### src/rtl/ascon_serial_io.sv
// Serial front-end for the Ascon core: deserialises key/nonce/AD/data/expected tag SW bits
// per beat, launches one core run, then serialises result and tag back out MSB first.
module ascon_serial_io #(
    parameter int K  = 128,
    parameter int L  = 40,
    parameter int Y  = 80,
    parameter int SW = 1
) (
    input  logic          clk,
    input  logic          rst,
    input  logic          decrypt,
    input  logic          in_valid,
    output logic          in_ready,
    input  logic [SW-1:0] keyxSI,
    input  logic [SW-1:0] noncexSI,
    input  logic [SW-1:0] adxSI,
    input  logic [SW-1:0] dataxSI,
    input  logic [SW-1:0] tagxSI,
    input  logic          start,
    output logic          busy,
    output logic [K-1:0]  core_key,
    output logic [127:0]  core_nonce,
    output logic [L-1:0]  core_ad,
    output logic [Y-1:0]  core_data,
    output logic          core_decrypt,
    output logic          core_start,
    input  logic          core_done,
    input  logic [Y-1:0]  core_result,
    input  logic [127:0]  core_tag,
    output logic          out_valid,
    input  logic          out_ready,
    output logic [SW-1:0] dataxSO,
    output logic [SW-1:0] tagxSO,
    output logic          tag_ok,
    output logic          tag_ok_valid,
    output logic          done
);

    localparam int MAX_KN    = (K > 128) ? K : 128;
    localparam int MAX_LY    = (L > Y) ? L : Y;
    localparam int IN_BITS   = (MAX_KN > MAX_LY) ? MAX_KN : MAX_LY;
    localparam int OUT_BITS  = (Y > 128) ? Y : 128;
    localparam int IN_BEATS  = IN_BITS / SW;
    localparam int OUT_BEATS = OUT_BITS / SW;
    localparam int MAX_BEATS = (IN_BEATS > OUT_BEATS) ? IN_BEATS : OUT_BEATS;
    localparam int CW        = $clog2(MAX_BEATS + 1);

    localparam logic [CW-1:0] K_BEATS  = CW'(K / SW);
    localparam logic [CW-1:0] N_BEATS  = CW'(128 / SW);
    localparam logic [CW-1:0] L_BEATS  = CW'(L / SW);
    localparam logic [CW-1:0] Y_BEATS  = CW'(Y / SW);
    localparam logic [CW-1:0] IN_LAST  = CW'(IN_BEATS - 1);
    localparam logic [CW-1:0] OUT_LAST = CW'(OUT_BEATS - 1);

    if ((K % SW) != 0 || (L % SW) != 0 || (Y % SW) != 0 || (128 % SW) != 0) begin : g_width_check
        $error("ascon_serial_io: K, L, Y and 128 must each be a multiple of SW");
    end

    typedef enum logic [1:0] {S_LOAD, S_ARMED, S_RUN, S_UNLOAD} state_t;

    state_t              state_q, state_d;
    logic [CW-1:0]       beat_q;
    logic [K-1:0]        key_q;
    logic [127:0]        nonce_q;
    logic [L-1:0]        ad_q;
    logic [Y-1:0]        data_q;
    logic [127:0]        exp_tag_q;
    logic [OUT_BITS-1:0] res_sr_q;
    logic [OUT_BITS-1:0] tag_sr_q;
    logic                in_fire;
    logic                last_in;
    logic                last_out;

    assign in_fire  = in_valid & in_ready;
    assign last_in  = (beat_q == IN_LAST);
    assign last_out = (beat_q == OUT_LAST);

    // Parallel views for the core are the load registers themselves; they only move in LOAD.
    assign core_key   = key_q;
    assign core_nonce = nonce_q;
    assign core_ad    = ad_q;
    assign core_data  = data_q;

    assign dataxSO = res_sr_q[OUT_BITS-1 -: SW];
    assign tagxSO  = tag_sr_q[OUT_BITS-1 -: SW];

    always_ff @(posedge clk or negedge rst) begin
        if (!rst) state_q <= S_LOAD;
        else      state_q <= state_d;
    end

    // NOTE: every output of this block gets a default first, so no path leaves one unassigned (no latch).
    always_comb begin
        state_d  = state_q;
        in_ready = 1'b0;
        case (state_q)
            S_LOAD: begin
                in_ready = 1'b1;
                if (in_valid && last_in) state_d = S_ARMED;
            end
            S_ARMED:  if (start) state_d = S_RUN;
            S_RUN:    if (core_done) state_d = S_UNLOAD;
            S_UNLOAD: if (out_valid && out_ready && last_out) state_d = S_LOAD;
            default:  state_d = S_LOAD;
        endcase
    end

    // NOTE: registers use <= so every assignment here sees the pre-edge values of its neighbours.
    always_ff @(posedge clk or negedge rst) begin
        if (!rst) begin
            beat_q       <= '0;
            key_q        <= '0;
            nonce_q      <= '0;
            ad_q         <= '0;
            data_q       <= '0;
            exp_tag_q    <= '0;
            res_sr_q     <= '0;
            tag_sr_q     <= '0;
            busy         <= 1'b0;
            core_decrypt <= 1'b0;
            core_start   <= 1'b0;
            out_valid    <= 1'b0;
            tag_ok       <= 1'b0;
            tag_ok_valid <= 1'b0;
            done         <= 1'b0;
        end else begin
            core_start   <= 1'b0;
            tag_ok_valid <= 1'b0;
            done         <= 1'b0;
            case (state_q)
                S_LOAD: if (in_fire) begin
                    beat_q <= last_in ? '0 : beat_q + CW'(1);
                    // Shorter fields stop shifting once their own bit count is reached.
                    if (beat_q < K_BEATS) key_q     <= (key_q << SW) | K'(keyxSI);
                    if (beat_q < N_BEATS) nonce_q   <= (nonce_q << SW) | 128'(noncexSI);
                    if (beat_q < N_BEATS) exp_tag_q <= (exp_tag_q << SW) | 128'(tagxSI);
                    if (beat_q < L_BEATS) ad_q      <= (ad_q << SW) | L'(adxSI);
                    if (beat_q < Y_BEATS) data_q    <= (data_q << SW) | Y'(dataxSI);
                end
                S_ARMED: if (start) begin
                    core_start   <= 1'b1;
                    core_decrypt <= decrypt;
                    busy         <= 1'b1;
                    tag_ok       <= 1'b0;
                end
                S_RUN: if (core_done) begin
                    res_sr_q     <= OUT_BITS'(core_result) << (OUT_BITS - Y);
                    tag_sr_q     <= OUT_BITS'(core_tag) << (OUT_BITS - 128);
                    tag_ok       <= core_decrypt & (core_tag == exp_tag_q);
                    tag_ok_valid <= 1'b1;
                end
                S_UNLOAD: begin
                    // One settling cycle after capture before the first beat is offered.
                    if (!out_valid) begin
                        out_valid <= 1'b1;
                    end else if (out_ready) begin
                        res_sr_q <= res_sr_q << SW;
                        tag_sr_q <= tag_sr_q << SW;
                        if (last_out) begin
                            beat_q    <= '0;
                            out_valid <= 1'b0;
                            busy      <= 1'b0;
                            done      <= 1'b1;
                        end else begin
                            beat_q <= beat_q + CW'(1);
                        end
                    end
                end
                default: ;
            endcase
        end
    end

endmodule

### config.mk
export PLATFORM = sky130hd
export DESIGN_NAME = ascon_serial_io
export DESIGN_NICKNAME = d
export VERILOG_FILES = /design/src/rtl/ascon_serial_io.sv
export SDC_FILE = /design/constraint.sdc
export NUM_CORES = 1
export LEC_CHECK = 0
export BUFFER_PORTS_ARGS = -buffer_cell sky130_fd_sc_hd__buf_2
export CORE_ASPECT_RATIO = 1.1
export CORE_UTILIZATION = 30
export CTS_BUF_LIST = sky130_fd_sc_hd__clkbuf_4
export CTS_CLUSTER_SIZE = 30
export DETAILED_ROUTE_END_ITERATION = 8
export GPL_ROUTABILITY_DRIVEN = 0
export HOLD_SLACK_MARGIN = 0.02
export REMOVE_ABC_BUFFERS = 1
export SLEW_MARGIN = 0
export SYNTH_ARGS = -nofsm -noshare
export SYNTH_HDL_FRONTEND = slang
export SYNTH_SLANG_ARGS = --single-unit
### constraint.sdc
create_clock -name clk -period 2.4 [get_ports clk]
set_input_delay 0.24 -clock clk [delete_from_list [all_inputs] [get_ports clk]]
set_output_delay 0.24 -clock clk [all_outputs]
set_load 0.005 [all_outputs]
==> results of run 1 <==
## cell usage after synthesis, types with 7 or more instances
| master | count | area, µm² |
|---|---|---|
| sky130_fd_sc_hd__xnor2_1 | 30 | 263 |
| sky130_fd_sc_hd__nand4_1 | 13 | 81.3 |
| sky130_fd_sc_hd__o2bb2ai_1 | 9 | 78.8 |
| sky130_fd_sc_hd__a21oi_1 | 208 | 1040 |
| sky130_fd_sc_hd__nor2b_1 | 14 | 87.6 |
| sky130_fd_sc_hd__nand2_1 | 42 | 158 |
| sky130_fd_sc_hd__nor2_1 | 215 | 807 |
| sky130_fd_sc_hd__o22ai_1 | 18 | 113 |
| sky130_fd_sc_hd__o21ai_0 | 35 | 175 |
| sky130_fd_sc_hd__inv_1 | 54 | 203 |
| sky130_fd_sc_hd__buf_2 | 50 | 250 |
| sky130_fd_sc_hd__a22o_1 | 7 | 61.3 |
| sky130_fd_sc_hd__mux2_1 | 128 | 1440 |
| sky130_fd_sc_hd__clkbuf_1 | 69 | 259 |
| sky130_fd_sc_hd__buf_1 | 12 | 45.0 |
| sky130_fd_sc_hd__mux2i_1 | 208 | 2080 |
| sky130_fd_sc_hd__dfrtp_1 | 729 | 18200 |
| sky130_fd_sc_hd__nor4_1 | 18 | 113 |
| sky130_fd_sc_hd__xor2_1 | 44 | 385 |
| sky130_fd_sc_hd__mux2_2 | 350 | 3940 |
## sequential cells by signal (all words and copies together), names as in the netlist
name and flops:
core_data 80, out_valid 1, state_q 2, beat_q 8, core_key 128, busy 1
tag_ok_valid 1, tag_ok 1, core_nonce 128, tag_sr_q 128, core_start 1, done 1
res_sr_q 80, exp_tag_q 128, core_decrypt 1, core_ad 40
## power groups by stage
stage	registers (µW)	logic (µW)	clock network, µW
6_report	16300	12500	11000
5_1_grt	16500	13700	12100
4_1_cts	16200	12200	11500
3_5_place_dp	16400	11600	0
3_3_place_gp	16300	11400	0
2_1_floorplan	14600	4290	0
## path summary, 6_finish.rpt
check,depth (start not counted),start,to
worst max-delay path,9,state_q[1],res_sr_q[96]
worst min-delay path,4,core_tag[69],tag_sr_q[69]
worst max register to register,9,state_q[1],res_sr_q[96]
worst min register to register,1,core_key[92],core_key[93]
max in group asynchronous,5,rst,core_nonce[122]
min in group asynchronous,4,rst,core_key[127]
## timing repair
action | 4_1_cts | 5_1_grt
gates resized for setup | 3 | 7
hold buffers | 419 | 0
setup endpoints to repair | 1 | 37
buffers inserted | 1 | 1
cloned | 0 | 1
hold endpoints to repair | 1012 | 0
pin swaps | 0 | 1
## cell usage in the layout (no fill, tap or decap), types with 3 or more instances in the layout
master / netlist / layout
sky130_fd_sc_hd__nor2b_1: 14 / 14
sky130_fd_sc_hd__nor4_1: 18 / 17
sky130_fd_sc_hd__inv_1: 54 / 53
sky130_fd_sc_hd__nand2_1: 42 / 42
sky130_fd_sc_hd__inv_8: 0 / 3
sky130_fd_sc_hd__nand4_1: 13 / 13
sky130_fd_sc_hd__clkinv_2: 0 / 6
sky130_fd_sc_hd__buf_4: 0 / 62
sky130_fd_sc_hd__buf_2: 50 / 603
sky130_fd_sc_hd__nor2_1: 215 / 215
sky130_fd_sc_hd__a22oi_1: 3 / 3
sky130_fd_sc_hd__mux2i_1: 208 / 208
sky130_fd_sc_hd__dfrtp_1: 729 / 729
sky130_fd_sc_hd__or4_1: 3 / 3
sky130_fd_sc_hd__nand3_1: 5 / 5
sky130_fd_sc_hd__buf_12: 0 / 28
sky130_fd_sc_hd__mux2_2: 350 / 350
sky130_fd_sc_hd__diode_2: 0 / 5
sky130_fd_sc_hd__o2bb2ai_1: 9 / 9
sky130_fd_sc_hd__o2111ai_1: 5 / 4
sky130_fd_sc_hd__a31oi_1: 3 / 3
sky130_fd_sc_hd__a2111oi_0: 4 / 3
sky130_fd_sc_hd__nand2b_1: 6 / 5
sky130_fd_sc_hd__clkbuf_4: 0 / 281
sky130_fd_sc_hd__a21oi_1: 208 / 207
sky130_fd_sc_hd__ha_1: 5 / 3
sky130_fd_sc_hd__dlygate4sd3_1: 0 / 418
sky130_fd_sc_hd__xor2_1: 44 / 44
sky130_fd_sc_hd__inv_2: 4 / 8
sky130_fd_sc_hd__clkinv_1: 0 / 39
sky130_fd_sc_hd__a221o_1: 4 / 4
sky130_fd_sc_hd__a22o_1: 7 / 7
sky130_fd_sc_hd__o22ai_1: 18 / 18
sky130_fd_sc_hd__mux2_1: 128 / 128
sky130_fd_sc_hd__o21ai_0: 35 / 35
sky130_fd_sc_hd__a221oi_1: 3 / 3
sky130_fd_sc_hd__xnor2_1: 30 / 30
## routing by layer
metal  vias up  global-route usage [%]
met5         -                       0
met4         2                    9.03
met3       234                    6.66
met2       943                    32.1
met1     11500                    21.4
li1      10600                       -
## layout make-up
class	instances	area [µm²]	share of cell area, %
multi-input cells	1397	11400	26.9
clock inverters	59	348	0.823
diodes	5	12.5	0.0296
well taps	1291	1620	3.82
clock buffers	281	2110	4.99
flip-flops and latches	729	18200	43.2
repair buffers	1116	8330	19.7
inverters	58	218	0.515
## metrics by stage
step	setup WS [ns]	std cells	util, %	hold WS [ns]
finish	0.131	4936	42.4	0.204
global route	-0.00427	4933	42.4	0.124
CTS	0.0414	4929	42.3	0.0233
detailed placement	0.172	4170	35.7	0.163
global placement	0.213	4170	35.7	0.158
floorplan	-48.98	2184	-	-0.0556
## tightest hold or removal path, delay by kind of cell
family          cells  cell delay (ns)
mux                 1             0.07
buf+inv             2             0.69
compound gates      1             0.13
## logic make-up after synthesis
group,Yosys count
buf+inv,189
fa+ha+maj,5
simple gates,323
xor+xnor,74
mux,686
flops,729
compound gates,309
==> key figures, run 1 <==
Worst setup path
  – Arrival time reported for the critical path endpoint: 3.18 ns
  – Startpoint type of the worst setup path: flip-flop
  – Worst path slowest cell: sky130_fd_sc_hd__dfrtp_1
  – CP peak stage delay: 0.38 ns
  – Crit. End Element: flip-flop
  – Dominant delay contributor by cell family on the critical path: buffers and inverters
  – Required time of the critical path: 3.31 ns
  – Category of the most critical setup path: flip-flop to flip-flop
  – Internal reg-to-reg setup slack: 0.13 ns
  – Cell Chain, Critical Path: buf_4 -> ha_1 -> buf_4 -> nor2b_1 -> a211oi_4 -> buf_12 -> buf_12 -> nor2_1 -> a21oi_1
  – Worst Path Max Fanout: 68
  – Worst Path Buf+Inv: 4

Yosys
  – Compound-gate portion of the synthesized area: 5.76%
  – Combinational family with the most area after synthesis: multiplexers
  – Warning count from the yosys run: 0
  – Post-synthesis instance area: 30300 µm²
  – Number of enable-type register cells in the synthesized netlist: 0
  – Share of synthesized registers carrying an async set or reset: 100%
  – Distinct cell type count after synthesis: 44
  – Flip-flop and latch count after synthesis: 729
  – Ys flop type: sky130_fd_sc_hd__dfrtp_1
  – Share of the yosys chip area belonging to registers: 60.2%
  – Multiplexer area fraction after synthesis: 24.6%
  – Synthesized-area fraction occupied by adder cells: 0.206%
  – Cells after synthesis: 2315
  – Simple-gate area share of the yosys netlist: 4.58%
  – Mean Syn Cell Area: 13.1 µm²
  – Synthesized-area fraction occupied by xor and xnor cells: 2.14%

Global routing
  – Total global-route track usage: 19.0%
  – Number of global-route vias before repair: 24800
  – Grt ovf: 0
  – Global-route wire length before repair: 149 mm
  – Maximum number of pins on one net before global-route repair: 110
  – Antenna violations before repair: 5

Drt
  – Antenna-violating nets left: 0
  – Count of routing violations after the opening detailed-route iteration: 1388
  – Amount of wire on met3 after detailed routing: 8.37 mm
  – Detailed Routing Iterations Pass 1: 5
  – Drc violations: 0
  – Sum of routed wire length over all layers: 98.1 mm
  – Top layer reached by signal wires: met5
  – Via density per instance: 4.71
  – WL met1: 38.1 mm
  – WL per Instance: 19.9 µm
  – Number of vias after detailed routing: 23300
  – Met2 Routed Length: 47.7 mm

Place
  – Hpwl dp: 66.9 mm
  – Number of I/O port buffers: 605
  – Placed cell area: 35500 µm²

Outcome
  – Result of the run: finished, final reports clean

Power and ir drop
  – P_sw: 14000 µW
  – Switch share: 35.1%
  – Power share of the sequential group: 40.8%
  – Highest ir drop seen on vdd: 0.719 mV
  – Power density normalized to cell area: 942 nW/µm²
  – Power consumption: 39800 µW
  – Static power due to leakage: 0.0213 µW
  – Clk pwr share: 27.7%
  – Internal Power: 25900 µW
  – Power share of the combinational group: 31.5%

Timing
  – Final critical path time including I/O delays and setup: 2.27 ns
  – Clock skew after layout: 0.0904 ns
  – Max Freq: 441 MHz
  – Number of setup violations in the final report: 0
  – Setup TNS after final layout: 0 ns
  – Number of hold-slack violations in the final timing report: 0
  – Transition time at the pin with the least slew margin: 0.611 ns
  – Number of max-slew violations in the final report: 0
  – Relative max-transition margin: 59.3%
  – Post-route clock period utilization: 94.6%

Die
  – Die extent in x: 305 µm
  – Die Y: 335 µm
  – Full die area: 102000 µm²
  – Core ar.: 99600 µm²
  – IO Pins: 606
  – Standard-cell rows: 121
  – Initial core utilization: 30.4%

CTS
  – Insertion delay to the later sink of the worst-skew pair: 1.06 ns
  – Clock tree from TritonCTS: done
  – Num CTS Buffers: 196
  – Buffer depth of the longest clock path: 3
  – Clock tree sinks: 729
  – CTS clock-pin slew for the worst setup and hold paths: 0.06 ns
  – Depth of the CTS H-tree: 4
  – Buffer cell driving the clock tree root: sky130_fd_sc_hd__clkbuf_4

Final layout
  – Fraction of layout cells with a size suffix above 1: 37.5%
  – Filler instances: 9319
  – Layout Nets: 3723
  – Final non-filler cell area: 42300 µm²
  – Area growth, synth to finish: 39.4%

Hold path
  – Class of the tightest hold or removal check: input port to flip-flop

Job
  – Max-cap violations: 0
(Power assumes the default switching activity.)
==> run 2: changes to the inputs <==
MAX_ROUTING_LAYER = met4   (was not set)
==> run 2 against run 1 <==
  * Final area unchanged
  * Critical endpoint unchanged
  * Sequential share of layout area is the same
  * Setup slack better by 0.023 ns
  * Clock-buffer cell count stayed put
  * Highest routed layer is now met4
  * Core utilization did not move
==> key figures, run 2 (synthesis gave the netlist of run 1 again) <==
Job
  – Max-cap violations: 0

Drt
  – Detailed Routing Iterations Pass 1: 5
  – Via density per instance: 4.73
  – Number of vias after detailed routing: 23300
  – WL per Instance: 19.9 µm
  – Sum of routed wire length over all layers: 98.3 mm
  – Count of routing violations after the opening detailed-route iteration: 1441
  – Antenna-violating nets left: 0
  – Drc violations: 0

Final layout
  – Final Instance Count excl. Fillers: 4936
  – Layout Nets: 3723
  – Leading cell type in the layout, fill and taps excluded: sky130_fd_sc_hd__dfrtp_1
  – Fraction of layout cells with a size suffix above 1: 37.5%
  – Area growth, synth to finish: 39.4%
  – Most used cells in the layout excluding fill and tap cells: sky130_fd_sc_hd__dfrtp_1, sky130_fd_sc_hd__buf_2, sky130_fd_sc_hd__dlygate4sd3_1
  – Util after Layout: 42.4%

Timing
  – Number of setup violations in the final report: 0
  – Clock skew after layout: 0.0969 ns
  – Setup slack of the critical path after layout: 0.153 ns
  – Number of max-slew violations in the final report: 0
  – Max Freq: 445 MHz
  – Final critical path time including I/O delays and setup: 2.25 ns
  – Transition time at the pin with the least slew margin: 0.590 ns
  – Relative max-transition margin: 59.6%
  – Number of hold-slack violations in the final timing report: 0
  – Post-route clock period utilization: 93.6%

Hold path
  – Class of the tightest hold or removal check: input port to flip-flop

CTS
  – Depth of the CTS H-tree: 4
  – Buffer cell driving the clock tree root: sky130_fd_sc_hd__clkbuf_4
  – Insertion delay to the later sink of the worst-skew pair: 1.07 ns
  – CTS clock-pin slew for the worst setup and hold paths: 0.06 ns
  – Num CTS Buffers: 196
  – Clock tree sinks: 729
  – Buffer depth of the longest clock path: 3
  – Clock tree from TritonCTS: done

Worst setup path
  – Required time of the critical path: 3.31 ns
  – Category of the most critical setup path: flip-flop to flip-flop
  – Worst Path Max Fanout: 68
  – Arrival time reported for the critical path endpoint: 3.16 ns
  – Worst path slowest cell: sky130_fd_sc_hd__dfrtp_1
  – CP peak stage delay: 0.38 ns
  – Crit. End Element: flip-flop
  – Startpoint type of the worst setup path: flip-flop
  – Cell Chain, Critical Path: buf_4 -> ha_1 -> buf_4 -> nor2b_1 -> a211oi_4 -> buf_12 -> buf_12 -> nor2_1 -> a21oi_1

Outcome
  – Result of the run: finished, final reports clean

Place
  – Worst slack, placed: 0.172 ns
  – Number of I/O port buffers: 605
  – Hpwl dp: 66.9 mm
  – Placed cell count: 4170

Die
  – Core ar.: 99600 µm²
  – Initial core utilization: 30.4%
  – Die Y: 335 µm
  – Standard-cell rows: 121
  – Full die area: 102000 µm²
  – Die extent in x: 305 µm
  – IO Pins: 606

Global routing
  – Number of global-route vias before repair: 24800
  – Grt ovf: 0
  – Global-route wire length before repair: 149 mm
  – Antenna violations before repair: 5
  – Total global-route track usage: 19.6%
  – Maximum number of pins on one net before global-route repair: 110

Power and ir drop
  – Power density normalized to cell area: 942 nW/µm²
  – Highest ir drop seen on vdd: 0.718 mV
  – Static power due to leakage: 0.0213 µW
## run 2: cell counts in the layout (fill, tap and decap cells not counted)
No cell type changed its count.
## run 2: layout make-up
type,instances,area (µm²)
antenna,5,12.5
clock buffer,281,2110
clock inverter,59,348
fill,9319,57400
inverter,58,218
multi-input combinational,1397,11400
sequential,729,18200
tap,1291,1620
timing repair buffer,1116,8330
## run 2: worst paths after layout
kind | startpoint | to | slack [ns] | depth (start not counted)
worst max-delay path | state_q[1] | res_sr_q[96] | 0.15 | 9
worst min-delay path | core_tag[69] | tag_sr_q[69] | 0.20 | 4
worst max register to register | state_q[1] | res_sr_q[96] | 0.15 | 9
worst min register to register | core_key[92] | core_key[93] | 0.47 | 1
max in group asynchronous | rst | core_nonce[122] | 1.13 | 5
min in group asynchronous | rst | core_key[127] | 0.37 | 4
## run 2: report_power, final
part | internal (µW) | switching [µW] | leakage [µW] | total, µW
sequential | 14700 | 1580 | 0.00947 | 16300
combinational | 5550 | 6980 | 0.0104 | 12500
clock | 5620 | 5410 | 0.00146 | 11000
## run 2: stage by stage
step	setup TNS (ns)	area (µm²)	hold WS, ns	power [µW]
after floorplan	-	29800	-0.0556	18900
after global placement	0	35500	0.158	27700
after detailed placement	0	35500	0.163	28000
after CTS	0	42200	0.0233	39900
after global routing	-0.00405	42300	0.124	42300
final	0	42300	0.204	39800
## run 2: critical path, delay by kind of cell (launching register included)
kind,cells,cell delay [ns]
buffers and inverters,4,0.78
AOI/OAI and AO/OA,2,0.48
DFF,1,0.38
and+or+nand+nor,2,0.27
adders and majority gates,1,0.18
## run 2: what timing repair did
item / in CTS / in global routing
endpoints found under the setup margin: 1 / 35
pin swaps: 0 / 1
cloned: 0 / 1
buffers inserted: 1 / 1
hold buffers: 419 / 0
endpoints found under the hold margin: 1012 / 0
resized for setup: 3 / 7
## run 2: layer usage
layer / global-route usage [%] / vias to the layer above / routed length, µm
li1: - / 10600 / -
met1: 21.7 / 11600 / 38700
met2: 32.1 / 928 / 47900
met3: 6.21 / 235 / 7850
met4: 9.01 / 0 / 3820
met5: - / - / 0
==> run 3: changes to the inputs <==
SETUP_SLACK_MARGIN = 0.4   (was not set)
==> run 3 against run 2 <==
  * The flow now stops in 5_2_route
  * Global-route usage grew 1.7 points
  * Synthesized cell count did not move
  * Synthesized area stayed put
==> key figures, run 3 <==
Yosys
  – Flip-flop and latch count after synthesis: 729
  – Warning count from the yosys run: 0
  – Cells after synthesis: 2315
  – Share of synthesized registers carrying an async set or reset: 100%
  – Share of the yosys chip area belonging to registers: 60.2%
  – Cell with the most instances after synthesis: sky130_fd_sc_hd__dfrtp_1
  – Fraction of synthesized cell area taken by the top area cell type: 60.2%
  – Cell type contributing the most total cell area after synthesis: sky130_fd_sc_hd__dfrtp_1
  – Number of enable-type register cells in the synthesized netlist: 0
  – Ys flop type: sky130_fd_sc_hd__dfrtp_1
  – Main area contributors after synthesis: sky130_fd_sc_hd__dfrtp_1, sky130_fd_sc_hd__mux2_2, sky130_fd_sc_hd__mux2i_1
  – Distinct cell type count after synthesis: 44
  – Most frequent cells after synthesis: sky130_fd_sc_hd__dfrtp_1, sky130_fd_sc_hd__mux2_2, sky130_fd_sc_hd__nor2_1
  – Mean Syn Cell Area: 13.1 µm²
  – Post-synthesis instance area: 30300 µm²

Global routing
  – Grt ovf: 0
  – Antenna violations before repair: 5
  – Number of global-route vias before repair: 26100
  – Maximum number of pins on one net before global-route repair: 110
  – Global-route wire length before repair: 160 mm
  – Total global-route track usage: 21.3%

Outcome
  – Stage at which the run stopped: 5_2_route
  – First Error: [ERROR DRT-0255] Maze Route cannot find path of net core_result[76] in worker of routeBox ( 289800 96600 ) ( 305150 144900 ).
  – Result of the run: stopped before the end

Place
  – Number of I/O port buffers: 605
  – Placed cell area: 35500 µm²
  – Hpwl dp: 66.9 mm

CTS
  – Buffer cell driving the clock tree root: sky130_fd_sc_hd__clkbuf_4
  – Num CTS Buffers: 196
  – Depth of the CTS H-tree: 4
  – Buffer depth of the longest clock path: 3
  – Clock tree sinks: 729

Die
  – IO Pins: 606
  – Initial core utilization: 30.4%
  – Die Y: 335 µm
  – Standard-cell rows: 121
  – Die extent in x: 305 µm

Timing
  – Kind of endpoint with the least setup slack: primary output
  – Worst EP post-GRT repair: in_ready
[run 3: cell counts after synthesis]
Identical to the previous run, type by type.
[run 3: logic make-up after synthesis]
kind of cell / after synthesis / synth area share (%)
flip-flops: 729 / 60.2
multiplexers: 686 / 24.6
AND/OR/NAND/NOR: 323 / 4.58
AO/OA/AOI/OAI: 309 / 5.76
buffers and inverters: 189 / 2.55
XOR/XNOR: 74 / 2.14
adder cells (fa/ha/maj): 5 / 0.206
[run 3: per-layer routing]
metal / GRT usage (%)
met4: 10.3
met3: 6.47
met1: 23.6
met5: -
met2: 34.9
[run 3: through the flow]
step | std cells | setup WS [ns] | TNS, ns | hold WS, ns | util, %
2_1_floorplan | 2184 | -48.98 | - | -0.0556 | -
3_3_place_gp | 4170 | 0.213 | 0 | 0.158 | 35.7
3_5_place_dp | 4170 | 0.172 | 0 | 0.163 | 35.7
4_1_cts | 5010 | 0.0881 | 0 | 0.0233 | 44.1
5_1_grt | 5096 | -0.0761 | -0.0761 | 0.118 | 47.8
[run 3: repair_timing]
| item | in CTS | in global routing |
|---|---|---|
| setup endpoints to repair | 855 | 555 |
| hold buffers | 418 | 0 |
| cloned | 38 | 49 |
| resized for setup | 79 | 546 |
| setup buffers | 44 | 34 |
| hold endpoints to repair | 1052 | 0 |
| pin swaps | 4 | 4 |
==> run 4: changes to the inputs <==
CORE_ASPECT_RATIO = not set   (was 1.1)
CORE_UTILIZATION = 20   (was 30)
CTS_BUF_LIST = not set   (was sky130_fd_sc_hd__clkbuf_4)
CTS_CLUSTER_SIZE = not set   (was 30)
HOLD_SLACK_MARGIN = not set   (was 0.02)
MAX_ROUTING_LAYER = not set   (was met4)
PLACE_DENSITY_LB_ADDON = 0.15   (was not set)
SETUP_SLACK_MARGIN = not set   (was 0.4)
==> run 4 against run 3 <==
  * The run now ends clean
  * Global-route usage decreased by 7.4 points
==> key figures, run 4 (synthesis gave the netlist of run 1 again) <==
CTS
  – Depth of the CTS H-tree: 3
  – CTS clock-pin slew for the worst setup and hold paths: 0.06 ns
  – Insertion delay to the later sink of the worst-skew pair: 0.70 ns
  – Clock tree from TritonCTS: done
  – Buffer cell driving the clock tree root: sky130_fd_sc_hd__clkbuf_16
  – Buffer depth of the longest clock path: 3
  – Clock tree sinks: 729
  – Setup Buffers After CTS: 0
  – Num CTS Buffers: 93

Die
  – Full die area: 153000 µm²
  – Die extent in x: 391 µm
  – IO Pins: 606
  – Standard-cell rows: 142
  – Initial core utilization: 20.2%
  – Die Y: 391 µm
  – Core ar.: 150000 µm²

Drt
  – Count of routing violations after the opening detailed-route iteration: 797
  – Antenna-violating nets left: 0
  – Via density per instance: 4.02
  – Detailed Routing Iterations Pass 1: 5
  – WL per Instance: 20.3 µm
  – Sum of routed wire length over all layers: 108 mm
  – Drc violations: 0
  – Number of vias after detailed routing: 21300

Final layout
  – Area growth, synth to finish: 38.3%
  – Most used cells in the layout excluding fill and tap cells: sky130_fd_sc_hd__dfrtp_1, sky130_fd_sc_hd__buf_2, sky130_fd_sc_hd__mux2_2
  – Filler instances: 15800
  – Leading cell type in the layout, fill and taps excluded: sky130_fd_sc_hd__dfrtp_1
  – Layout Nets: 3431
  – Fraction of layout cells with a size suffix above 1: 37.3%

Timing
  – Post-route clock period utilization: 94.7%
  – Number of hold-slack violations in the final timing report: 0
  – Number of max-slew violations in the final report: 0
  – Clock skew after layout: 0.0286 ns
  – Relative max-transition margin: 47.0%
  – Transition time at the pin with the least slew margin: 0.786 ns
  – Unrepaired setup endpoints after global routing: no
  – Final critical path time including I/O delays and setup: 2.27 ns
  – Number of setup violations in the final report: 0
  – Max Freq: 440 MHz
  – Hold Worst Slack: 0.0745 ns
  – Setup TNS after final layout: 0 ns

Global routing
  – Maximum number of pins on one net before global-route repair: 85
  – Total global-route track usage: 13.9%
  – Number of global-route vias before repair: 22600
  – Met3 capacity usage during global routing: 5.69%
  – Fraction of met2 tracks used by global routing: 22.0%
  – Antenna violations before repair: 29
  – Most crowded layer after global routing: met2
  – Global-route wire length before repair: 157 mm
  – Met1 usage in global routing: 17.1%
  – Grt ovf: 0

Worst setup path
  – CP peak stage delay: 0.43 ns
  – Category of the most critical setup path: flip-flop to flip-flop
  – Worst path slowest cell: sky130_fd_sc_hd__or4_1
  – Startpoint type of the worst setup path: flip-flop
  – Cell Chain, Critical Path: inv_1 -> ha_1 -> nand2_2 -> a211o_1 -> a2111oi_2 -> nand4_1 -> or4_1 -> o31ai_2
  – Worst Path Max Fanout: 3
  – Required time of the critical path: 3.00 ns
  – Source of the worst register-to-register timing path: state_q[0]
  – Crit. End Element: flip-flop
  – Critical Path Source: state_q[0]
  – Arrival time reported for the critical path endpoint: 2.88 ns

Power and ir drop
  – Power density normalized to cell area: 1020 nW/µm²
  – Static power due to leakage: 0.0206 µW
  – Highest ir drop seen on vdd: 0.602 mV

Job
  – Max-cap violations: 0

Place
  – Hpwl dp: 81.0 mm
  – Number of I/O port buffers: 605

Hold path
  – Class of the tightest hold or removal check: input port to flip-flop
  – Worst Min Path Start: core_tag[31]

Outcome
  – Result of the run: finished, final reports clean
run 4: final timing paths:
check	end	slack, ns	cells past startpoint
worst max-delay path	tag_ok	0.13	8
worst max register to register	tag_ok	0.13	8
worst min-delay path	tag_sr_q[31]	0.07	3
max in group asynchronous	beat_q[4]	1.41	3
worst min register to register	exp_tag_q[99]	0.48	2
min in group asynchronous	res_sr_q[103]	0.10	2
run 4: timing repair:
action / 4_1_cts / 5_1_grt
setup endpoints to repair: 0 / 1
hold buffers: 215 / 0
hold endpoints to repair: 832 / 0
gates resized for setup: 0 / 1
run 4: critical path: cells and delay by family, from the launching register on:
family / cells / cell delay [ns]
buffers and inverters: 1 / 0.08
adders and majority gates: 1 / 0.19
AOI/OAI and AO/OA: 3 / 0.84
and+or+nand+nor: 3 / 0.69
DFF: 1 / 0.38
run 4: stage by stage:
step                cells  setup slack [ns]  util (%)  power (µW)  area (µm²)
floorplan            2184            -48.98         -       18900       29800
detailed placement   4912            0.0555      24.4       28700       36600
global route         5298            0.0166      27.9       45500       41900
global placement     4912            0.0629      24.4       28500       36600
finish               5303             0.128      27.9       42800       41900
CTS                  5296            0.0342      27.9       43800       41900
run 4: layer usage:
metal / wire (µm) / share of wire, %
met3: 9470 / 8.8
met2: 49200 / 46
met1: 45900 / 43
met5: 216 / 0.20
met4: 2800 / 2.6
run 4: power by group:
part	internal, µW	switching, µW	leakage (µW)
Clock	8380	5900	0.00154
Sequential	14700	1430	0.00947
Combinational	5510	6840	0.00963
run 4: area by class of cell:
cell class / instances / area [µm²] / share of cell area (%)
Sequential cell: 729 / 18200 / 43.5
Multi-Input combinational cell: 1397 / 11400 / 27.1
Timing Repair Buffer: 927 / 6460 / 15.4
Clock buffer: 145 / 2840 / 6.78
Tap cell: 2016 / 2520 / 6.01
Clock inverter: 24 / 298 / 0.710
Inverter: 58 / 218 / 0.519
Antenna cell: 7 / 17.5 / 0.0418
